**src/rtl/systolic_sequencer.sv**
```systemverilog
// systolic_sequencer: steps one tile through the attached systolic_array.
// The sequence is clear, operand load window, drain, copy to out queue, readout.
// All outputs are flops, decoded from the next state, so nothing combinational
// reaches a port from an input.
//
// state        | meaning
// -------------+-----------------------------------------------------------
// S_IDLE       | waiting for start; busy low
// S_CLEAR      | restart array inputs and zero the accumulators (1 cycle)
// S_LOAD       | k_len*SLICES operand beats, one consumed every cycle
// S_DRAIN      | final next->curr flush plus SLICES MAC/shift cycles
// S_COPY       | copy accumulators into the out queue and restart it (1 cycle)
// S_READ       | ACC result bytes, one per cycle; out_last on the final one
// S_DONE       | one-cycle done pulse
// S_CLEAR_ABRT | abort cleanup: same array strobes as S_CLEAR, then idle
module systolic_sequencer #(
   parameter int SLICES = 4,
   parameter int KW     = 8
) (
   input  logic          clk,
   input  logic          rst_n,
   input  logic          start,
   input  logic          abort,
   input  logic [KW-1:0] k_len,
   input  logic          in_valid,
   output logic          in_ready,
   output logic          restart_inputs,
   output logic          reset_accumulators,
   output logic          copy_to_out_queue,
   output logic          restart_out_queue,
   output logic          out_valid,
   output logic          out_last,
   output logic          busy,
   output logic          done,
   output logic          underrun
);

   localparam int ACC      = 2 * SLICES * SLICES;
   localparam int LOAD_MAX = ((1 << KW) - 1) * SLICES;
   localparam int CNT_MAX  = (LOAD_MAX > ACC) ? LOAD_MAX : ACC;
   localparam int CW       = $clog2(CNT_MAX + 1);

   localparam logic [CW-1:0] SLICES_C  = CW'(SLICES);
   localparam logic [CW-1:0] ACC_LAST  = CW'(ACC - 1);

   typedef enum logic [2:0] {
      S_IDLE,
      S_CLEAR,
      S_LOAD,
      S_DRAIN,
      S_COPY,
      S_READ,
      S_DONE,
      S_CLEAR_ABRT
   } state_t;

   state_t          state_q, state_d;
   logic [CW-1:0]   cnt_q, cnt_d;
   logic [KW-1:0]   k_len_q;
   logic [CW-1:0]   load_last;
   logic            accept;
   logic            underrun_d;
   logic            in_ready_d, restart_inputs_d, reset_accumulators_d;
   logic            copy_to_out_queue_d, restart_out_queue_d;
   logic            out_valid_d, out_last_d, busy_d, done_d;

   // an abort in the same cycle as start wins, so the tile never begins
   assign accept    = (state_q == S_IDLE) && start && !abort;
   assign load_last = (CW'(k_len_q) * SLICES_C) - CW'(1);

   // next-state and terminal-count logic for the down-counter
   always_comb begin
      state_d = state_q;
      cnt_d   = cnt_q;
      case (state_q)
         S_IDLE: begin
            if (accept) begin
               state_d = S_CLEAR;
               cnt_d   = '0;
            end
         end
         S_CLEAR: begin
            if (k_len_q != '0) begin
               state_d = S_LOAD;
               cnt_d   = load_last;
            end else begin
               state_d = S_COPY;
               cnt_d   = '0;
            end
         end
         S_LOAD: begin
            if (cnt_q == '0) begin
               state_d = S_DRAIN;
               cnt_d   = SLICES_C;
            end else begin
               cnt_d = cnt_q - CW'(1);
            end
         end
         S_DRAIN: begin
            if (cnt_q == '0) begin
               state_d = S_COPY;
            end else begin
               cnt_d = cnt_q - CW'(1);
            end
         end
         S_COPY: begin
            state_d = S_READ;
            cnt_d   = ACC_LAST;
         end
         S_READ: begin
            if (cnt_q == '0) begin
               state_d = S_DONE;
            end else begin
               cnt_d = cnt_q - CW'(1);
            end
         end
         S_DONE: begin
            state_d = S_IDLE;
         end
         S_CLEAR_ABRT: begin
            state_d = S_IDLE;
         end
         default: begin
            state_d = S_IDLE;
            cnt_d   = '0;
         end
      endcase
      if (abort && (state_q != S_IDLE)) begin
         state_d = S_CLEAR_ABRT;
         cnt_d   = '0;
      end
   end

   // output decode from the upcoming state so every port comes straight off a flop
   always_comb begin
      in_ready_d           = 1'b0;
      restart_inputs_d     = 1'b0;
      reset_accumulators_d = 1'b0;
      copy_to_out_queue_d  = 1'b0;
      restart_out_queue_d  = 1'b0;
      out_valid_d          = 1'b0;
      out_last_d           = 1'b0;
      done_d               = 1'b0;
      busy_d               = (state_d != S_IDLE);
      case (state_d)
         S_CLEAR, S_CLEAR_ABRT: begin
            restart_inputs_d     = 1'b1;
            reset_accumulators_d = 1'b1;
         end
         S_LOAD: in_ready_d = 1'b1;
         S_COPY: begin
            copy_to_out_queue_d = 1'b1;
            restart_out_queue_d = 1'b1;
         end
         S_READ: begin
            out_valid_d = 1'b1;
            out_last_d  = (cnt_d == '0);
         end
         S_DONE: done_d = 1'b1;
         default: ;
      endcase
      // a starved load beat does not stall the array, it only gets flagged
      if (accept) begin
         underrun_d = 1'b0;
      end else begin
         underrun_d = underrun | ((state_q == S_LOAD) && !in_valid);
      end
   end

   // state, counter, latched k_len and registered outputs
   always_ff @(posedge clk or negedge rst_n) begin
      if (!rst_n) begin
         state_q            <= S_IDLE;
         cnt_q              <= '0;
         k_len_q            <= '0;
         in_ready           <= 1'b0;
         restart_inputs     <= 1'b0;
         reset_accumulators <= 1'b0;
         copy_to_out_queue  <= 1'b0;
         restart_out_queue  <= 1'b0;
         out_valid          <= 1'b0;
         out_last           <= 1'b0;
         busy               <= 1'b0;
         done               <= 1'b0;
         underrun           <= 1'b0;
      end else begin
         state_q            <= state_d;
         cnt_q              <= cnt_d;
         if (accept) begin
            k_len_q <= k_len;
         end
         in_ready           <= in_ready_d;
         restart_inputs     <= restart_inputs_d;
         reset_accumulators <= reset_accumulators_d;
         copy_to_out_queue  <= copy_to_out_queue_d;
         restart_out_queue  <= restart_out_queue_d;
         out_valid          <= out_valid_d;
         out_last           <= out_last_d;
         busy               <= busy_d;
         done               <= done_d;
         underrun           <= underrun_d;
      end
   end

endmodule

```
**config.mk**
```make
export PLATFORM = sky130hd
export DESIGN_NAME = systolic_sequencer
export DESIGN_NICKNAME = d
export VERILOG_FILES = /design/src/rtl/systolic_sequencer.sv
export SDC_FILE = /design/constraint.sdc
export NUM_CORES = 1
export LEC_CHECK = 0
export CAP_MARGIN = 15
export CORE_MARGIN = 4
export CORE_UTILIZATION = 41
export DETAILED_ROUTE_END_ITERATION = 6
export PLACE_DENSITY = 0.68
export SETUP_SLACK_MARGIN = 0.05
export SLEW_MARGIN = 0
export SYNTH_ARGS = -nofsm -noshare
export SYNTH_HDL_FRONTEND = slang
export SYNTH_SLANG_ARGS = --single-unit
```
**constraint.sdc**
```tcl
create_clock -name clk -period 2.9 [get_ports clk]
set_clock_uncertainty 0.05 [all_clocks]
set_input_delay 0.29 -clock clk [delete_from_list [all_inputs] [get_ports clk]]
set_output_delay 0.29 -clock clk [all_outputs]
set_load 0.01 [all_outputs]
```
After elaboration in Yosys (flattened, before gate mapping)
Index checks and enable logic that the tools add are counted.
- divide/modulo/power cells: 0
- $add $sub $neg: 2
- reduce and logical (&&, ||, !) cells: 15
- equality and inequality tests: 13
- multipliers: 0
- shift operators: 0
- bitwise logic cells: 1
- multiplexer cells: 20
- order comparisons: 0
- operators by type and width (operator ; count):
    2-to-1 mux 10 bit ; 5
    one-hot mux 10 bit (5 select lines) ; 1
    == test 3 bit (second input constant) ; 8
    one-hot mux 3 bit (7 select lines) ; 1
    zero test 10 bit ; 2
    subtractor 10 x 1 -> 10 bit (second input constant) ; 2
    2-to-1 mux 3 bit ; 6
    == test 3 x 2 -> 1 bit (second input constant) ; 3
    nonzero test 8 bit ; 1
    2-to-1 mux 1 bit ; 7
    == test 3 x 1 -> 1 bit (second input constant) ; 2
    nonzero test 3 bit ; 2
    OR reduction 2 bit ; 3
    logical AND 1 bit ; 4
    zero test 3 bit ; 1
    zero test 1 bit ; 2
    OR 1 bit ; 1
- logic and storage cells: 62
- memories kept: 0
- latch bits: 0
- memory bits (read-only): 0
- RAM bits: 0
- input bits: 13
- output and inout port bits: 10
- register bits after elaboration: 29

Depth between registers and ports, before layout
- depth after elaboration: 9
- depth in mapped cells: 14

Worst setup path before layout
OpenSTA, ideal clock, no wires.
- kind: flip-flop to flip-flop
- from: register cnt_q[1]
- to: register out_last
- data required time: 2.754 ns
- arrival: 2.754 ns
- cell stages (with the launch flop): 14
- path slack: 0.000 ns
- library setup time: 0.096 ns
- path buffers: 2
- cells stage by stage: dfrtp_1 > clkbuf_1 > inv_1 > ha_1 > or3b_1 > buf_6 > nor3_4 > inv_1 > ha_1 > a21oi_1 > a22o_1 > a2111oi_0 > nand4bb_1 > nor4_2
- word-level cells in the longest chain between the ends: 6
- elaborated cells between the ends (all ways): 15
- classes of those cells: add/sub: 1; eq/ne: 1; mux: 11; reduce/logical: 2
- ends and longest elaborated chain (item ; line ; RTL):
    start: declaration ; 58 ; logic [CW-1:0] cnt_q, cnt_d;
    start signal: assignment ; 188 ; cnt_q <= cnt_d;
    subtractor 10 x 1 -> 10 bit or zero test 10 bit (tied branches) ; n/a ;
    2-to-1 mux 10 bit, or another cell as far along ; 100, 111 ;
    one-hot mux 10 bit (5 select lines) or one-hot mux 3 bit (7 select lines) (tied branches) ; 75 ; case (state_q)
    2-to-1 mux 10 bit or 2-to-1 mux 3 bit (tied branches) ; 128 ; if (abort && (state_q != S_IDLE)) begin
    zero test 10 bit or == test 3 bit (tied branches) ; 157, 145 ;
    2-to-1 mux 1 bit * ; 145 ; case (state_d)
    net out_last_d ; 65 ; logic out_valid_d, out_last_d, busy_d, done_d;
    end signal: assignment ; 198 ; out_last <= out_last_d;
    end: declaration ; 32 ; output logic out_last,
Mark *: on every way through the listed nets, which the timed path passes. The rest lies on a longest branch.
A chain may end at the register's enable or synchronous reset.

Worst setup path after layout
- from: register cnt_q[0]
- to: register out_last
Same word-level chain as after synthesis.

==> results.tsv <==
stage	metric	value	unit
detailed_routing	DRT Wirelength	5398	um
global_route	initial antenna violation count	0	
power_and_ir_drop	switching share of total power	45.33	%
clock_network	H-Tree Depth	2	
layout	Util after Layout	52.40	%
critical_path	Crit path required time	3060	ps
sta	Final Cycle Share	97.19	%
power_and_ir_drop	maximum vdd ir drop	0.6163	mV
critical_path	max incr delay on CP	410	ps
logic_synthesis	area share of fa/ha/maj cells after synthesis	2.525	%
floorplan	Die H	77.53	um
clock_network	Clock Root Buffer	clkbuf_8	
floorplan	Core ar.	4692	um2
detailed_routing	DRC Markers	0	
place	dpl ws	108.6	ps
floorplan	DIE WIDTH	77.53	um
logic_synthesis	syn_area_per_cell	9.091	um2
detailed_routing	Via Count	1917	
logic_synthesis	ys async rst share	100.0	%
global_route	largest net degree at the start of global routing	30	
layout	Layout area overhead	24.05	%
clock_network	TritonCTS Sinks	29	
logic_synthesis	unique cell type count in the Yosys netlist	56	
critical_path	most frequent cell on the critical path	inv_2	
layout	share of layout cells above drive strength 1	19.44	%
critical_path	FF-to-FF Start	cnt_q[0]	
global_route	Total GRT Usage	18.12	%
place	Final HPWL DP	3830	um
power_and_ir_drop	Clk pwr share	14.5	%
clock_network	Clk Latency, worst-skew pair	300	ps
logic_synthesis	synthesized net count	235	
clock_network	TritonCTS clock tree	yes	
logic_synthesis	Yosys Warn Count	0	
hold_path	worst hold path class	in -> async	
logic_synthesis	simple-gate share of the synthesized area	22.22	%
logic_synthesis	Mapped Cells	218	
logic_synthesis	Post-synth EDFFs	0	
sta	Final Setup Violations	0	
clock_network	# hold bufs at CTS	0	
global_route	total grt overflow	0	
critical_path	arrival time at the worst endpoint	2980	ps
logic_synthesis	post-synthesis sequential area ratio	36.62	%
floorplan	io pins	23	
sta	slew margin rel.	39.98	%
floorplan	Initial Util	42.24	%
critical_path	crit start category	register	
sta	Final Hold Fails	0	
power_and_ir_drop	Pint	1.701	mW
logic_synthesis	Post-Synth XOR/XNOR Area	2.210	%
power_and_ir_drop	P_leak	1.034	nW
sta	FMAX	0.3548	GHz
place	routability cong.	1.004	
logic_synthesis	ys flop type	dfrtp_1	
logic_synthesis	multiplexer share of the synthesized area	5.114	%
global_route	vias in the first global route	1728	
logic_synthesis	main combinational cell family by area after synthesis	compound AO/OA/AOI/OAI gates	
power_and_ir_drop	part of the power in registers	25.4	%
detailed_routing	Avg WL per Cell	17.64	um
logic_synthesis	Compound-Gate Fraction of Synth Area	24.18	%
critical_path	CP Class	reg -> reg	
power_and_ir_drop	Comb power frac	60.1	%
detailed_routing	DR pass1 iterations	6	
detailed_routing	DR iter-0 viols	347	
detailed_routing	post-route ant nets	0	
floorplan	full die area	6010	um2
power_and_ir_drop	PD cells	1265	nW/um2
critical_path	CP max-delay cell	dfrtp_1	
floorplan	Placement Rows	25	
sta	Tightest Pin Transition	892.6	ps
place	IO Port Bufs	22	
clock_network	Max Root-Sink Buffers	2	
critical_path	Worst setup EP type	register	
clock_network	total CTS buffers	5	
detailed_routing	via/cell ratio	6.265	
global_route	first-pass GRT wire length	8521	um
sta	fin crit period	2818	ps
logic_synthesis	number of synthesized register bits	29	
critical_path	CP Cell Sequence	inv_2 > ha_2 > or3b_4 > nor3_4 > inv_2 > ha_1 > nor2_1 > o21ai_0 > a22o_1 > a2111oi_2 > nand4bb_1 > nor4_2	
run_status	outcome	completed	
clock_network	Clock transition at path regs	80	ps
power_and_ir_drop	switching power	1.410	mW
critical_path	critical path fanouts, max	4	
layout	nets	268	
layout	diode count	0	
job	# Max-Cap Violations	0	
sta	final worst slack	81.60	ps
critical_path	origin of the worst setup path	cnt_q[0]	
logic_synthesis	Mapped Area	1982	um2
sta	Final Max Tran Viols	0	
cells in the final DEF, fill, tap and decap left out, drive strengths merged, types with 7 or more instances in the layout:
cell type / netlist / final
nor2: 13 / 13
buf: 6 / 19
clkbuf: 9 / 7
mux2: 9 / 9
inv: 16 / 16
nand2: 12 / 12
a21oi: 10 / 10
o21ai: 14 / 14
dfrtp: 29 / 29
clkdlybuf4s50: 0 / 22
nor3: 10 / 10
metrics by stage:
stage | setup TNS [ps] | cell area (um2) | hold WS, ps | power (mW) | std cells
after floorplan | 0 | 1989 | -55.59 | 1.976 | 218
after global placement | 0 | 2322 | 446.6 | 2.538 | 296
after detailed placement | 0 | 2322 | 455.6 | 2.535 | 296
after CTS | 0 | 2439 | 348.9 | 2.995 | 304
after global routing | -45.22 | 2459 | 369.4 | 3.318 | 306
final | 0 | 2459 | 328.1 | 3.111 | 306
path summary, 6_finish.rpt:
path,to,slack (ps),depth (start not counted)
max reg2reg,out_last,80,12
max,out_last,80,12
max in group asynchronous,state_q[2],2170,2
min in group clk,underrun,470,2
min,out_valid,330,2
min reg2reg,underrun,470,2
synthesized netlist by cell type, types with 2 or more instances:
cell type  instances  area [um2]
buf_4              2       15.01
dfrtp_1           29       725.7
a222oi_1           2       20.02
nand2b_1           2       12.51
nor3b_1            4       30.03
buf_2              2       10.01
or4_1              3       22.52
mux2_2             9       101.4
o41ai_1            2       17.52
nand3_1            2       10.01
nor2b_1            3       18.77
o21a_1             5       37.54
o31a_1             2       17.52
a31oi_1            4       25.02
ha_1               4       50.05
xor2_1             4       35.03
o31ai_1            6       45.04
clkbuf_1           9       33.78
o211ai_1           3       22.52
a21o_1             2       15.01
inv_1             16       60.06
and4_1             2       17.52
nor2_1            13       48.80
o221ai_1           4       35.03
a21oi_1           10       50.05
a22o_1             2       17.52
or2_2              2       12.51
nand2_1           12       45.04
or3_1              6       37.54
nor3_1             9       45.04
buf_6              2       22.52
o21ai_0           14       70.07
nor4_1             3       18.77
nor4_2             2       25.02
repair_timing:
action,in CTS,in global routing
resized for setup,0,4
buffers inserted,0,2
endpoints found under the setup margin,0,1
power groups by stage:
stage	clock network (mW)	registers (mW)	logic, mW
after detailed placement	0	0.791	1.74
final	0.451	0.792	1.87
after CTS	0.457	0.783	1.76
after global routing	0.476	0.820	2.02
after floorplan	0	0.703	1.27
after global placement	0	0.787	1.75
metal layers:
layer,GRT usage [%],vias up,share of wire [%]
met5,0,-,0
met4,6.406,0,2.6
met3,4.292,20,8.1
met2,27.72,97,46
met1,24.98,918,43
li1,-,882,-
cell type report:
class	instances	area, um2
fillers	431	2233
repair buffers	41	362.8
flip-flops and latches	29	725.7
clock buffers	7	86.33
well taps	54	67.56
multi-input cells	158	1126
clock inverters	1	30.03
inverters	16	60.06
flip-flops by register name (all words and copies together) (netlist names):
register            flops
underrun                1
state_q                 3
done                    1
reset_accumulators      1
out_last                1
busy                    1
k_len_q                 8
restart_out_queue       1
in_ready                1
out_valid               1
cnt_q                  10
worst max-delay path: cells and delay by family, from the launching register on:
kind,cells,cell delay (ps)
and+or+nand+nor,5,1020
AOI/OAI and AO/OA,3,740
adders and majority gates,2,360
DFF,1,410
buffers and inverters,2,160
cell families (layout without fill, tap and decap cells):
kind of cell               Yosys count  in the layout
DFF                                 29             29
buffers and inverters               31             65
muxes                                9              9
adders and majority gates            4              4
xor gates and xnor gates             5              5
AOI/OAI and AO/OA                   68             68
and+or+nand+nor                     72             72
Note: power is estimated with default switching activity, not from simulation.
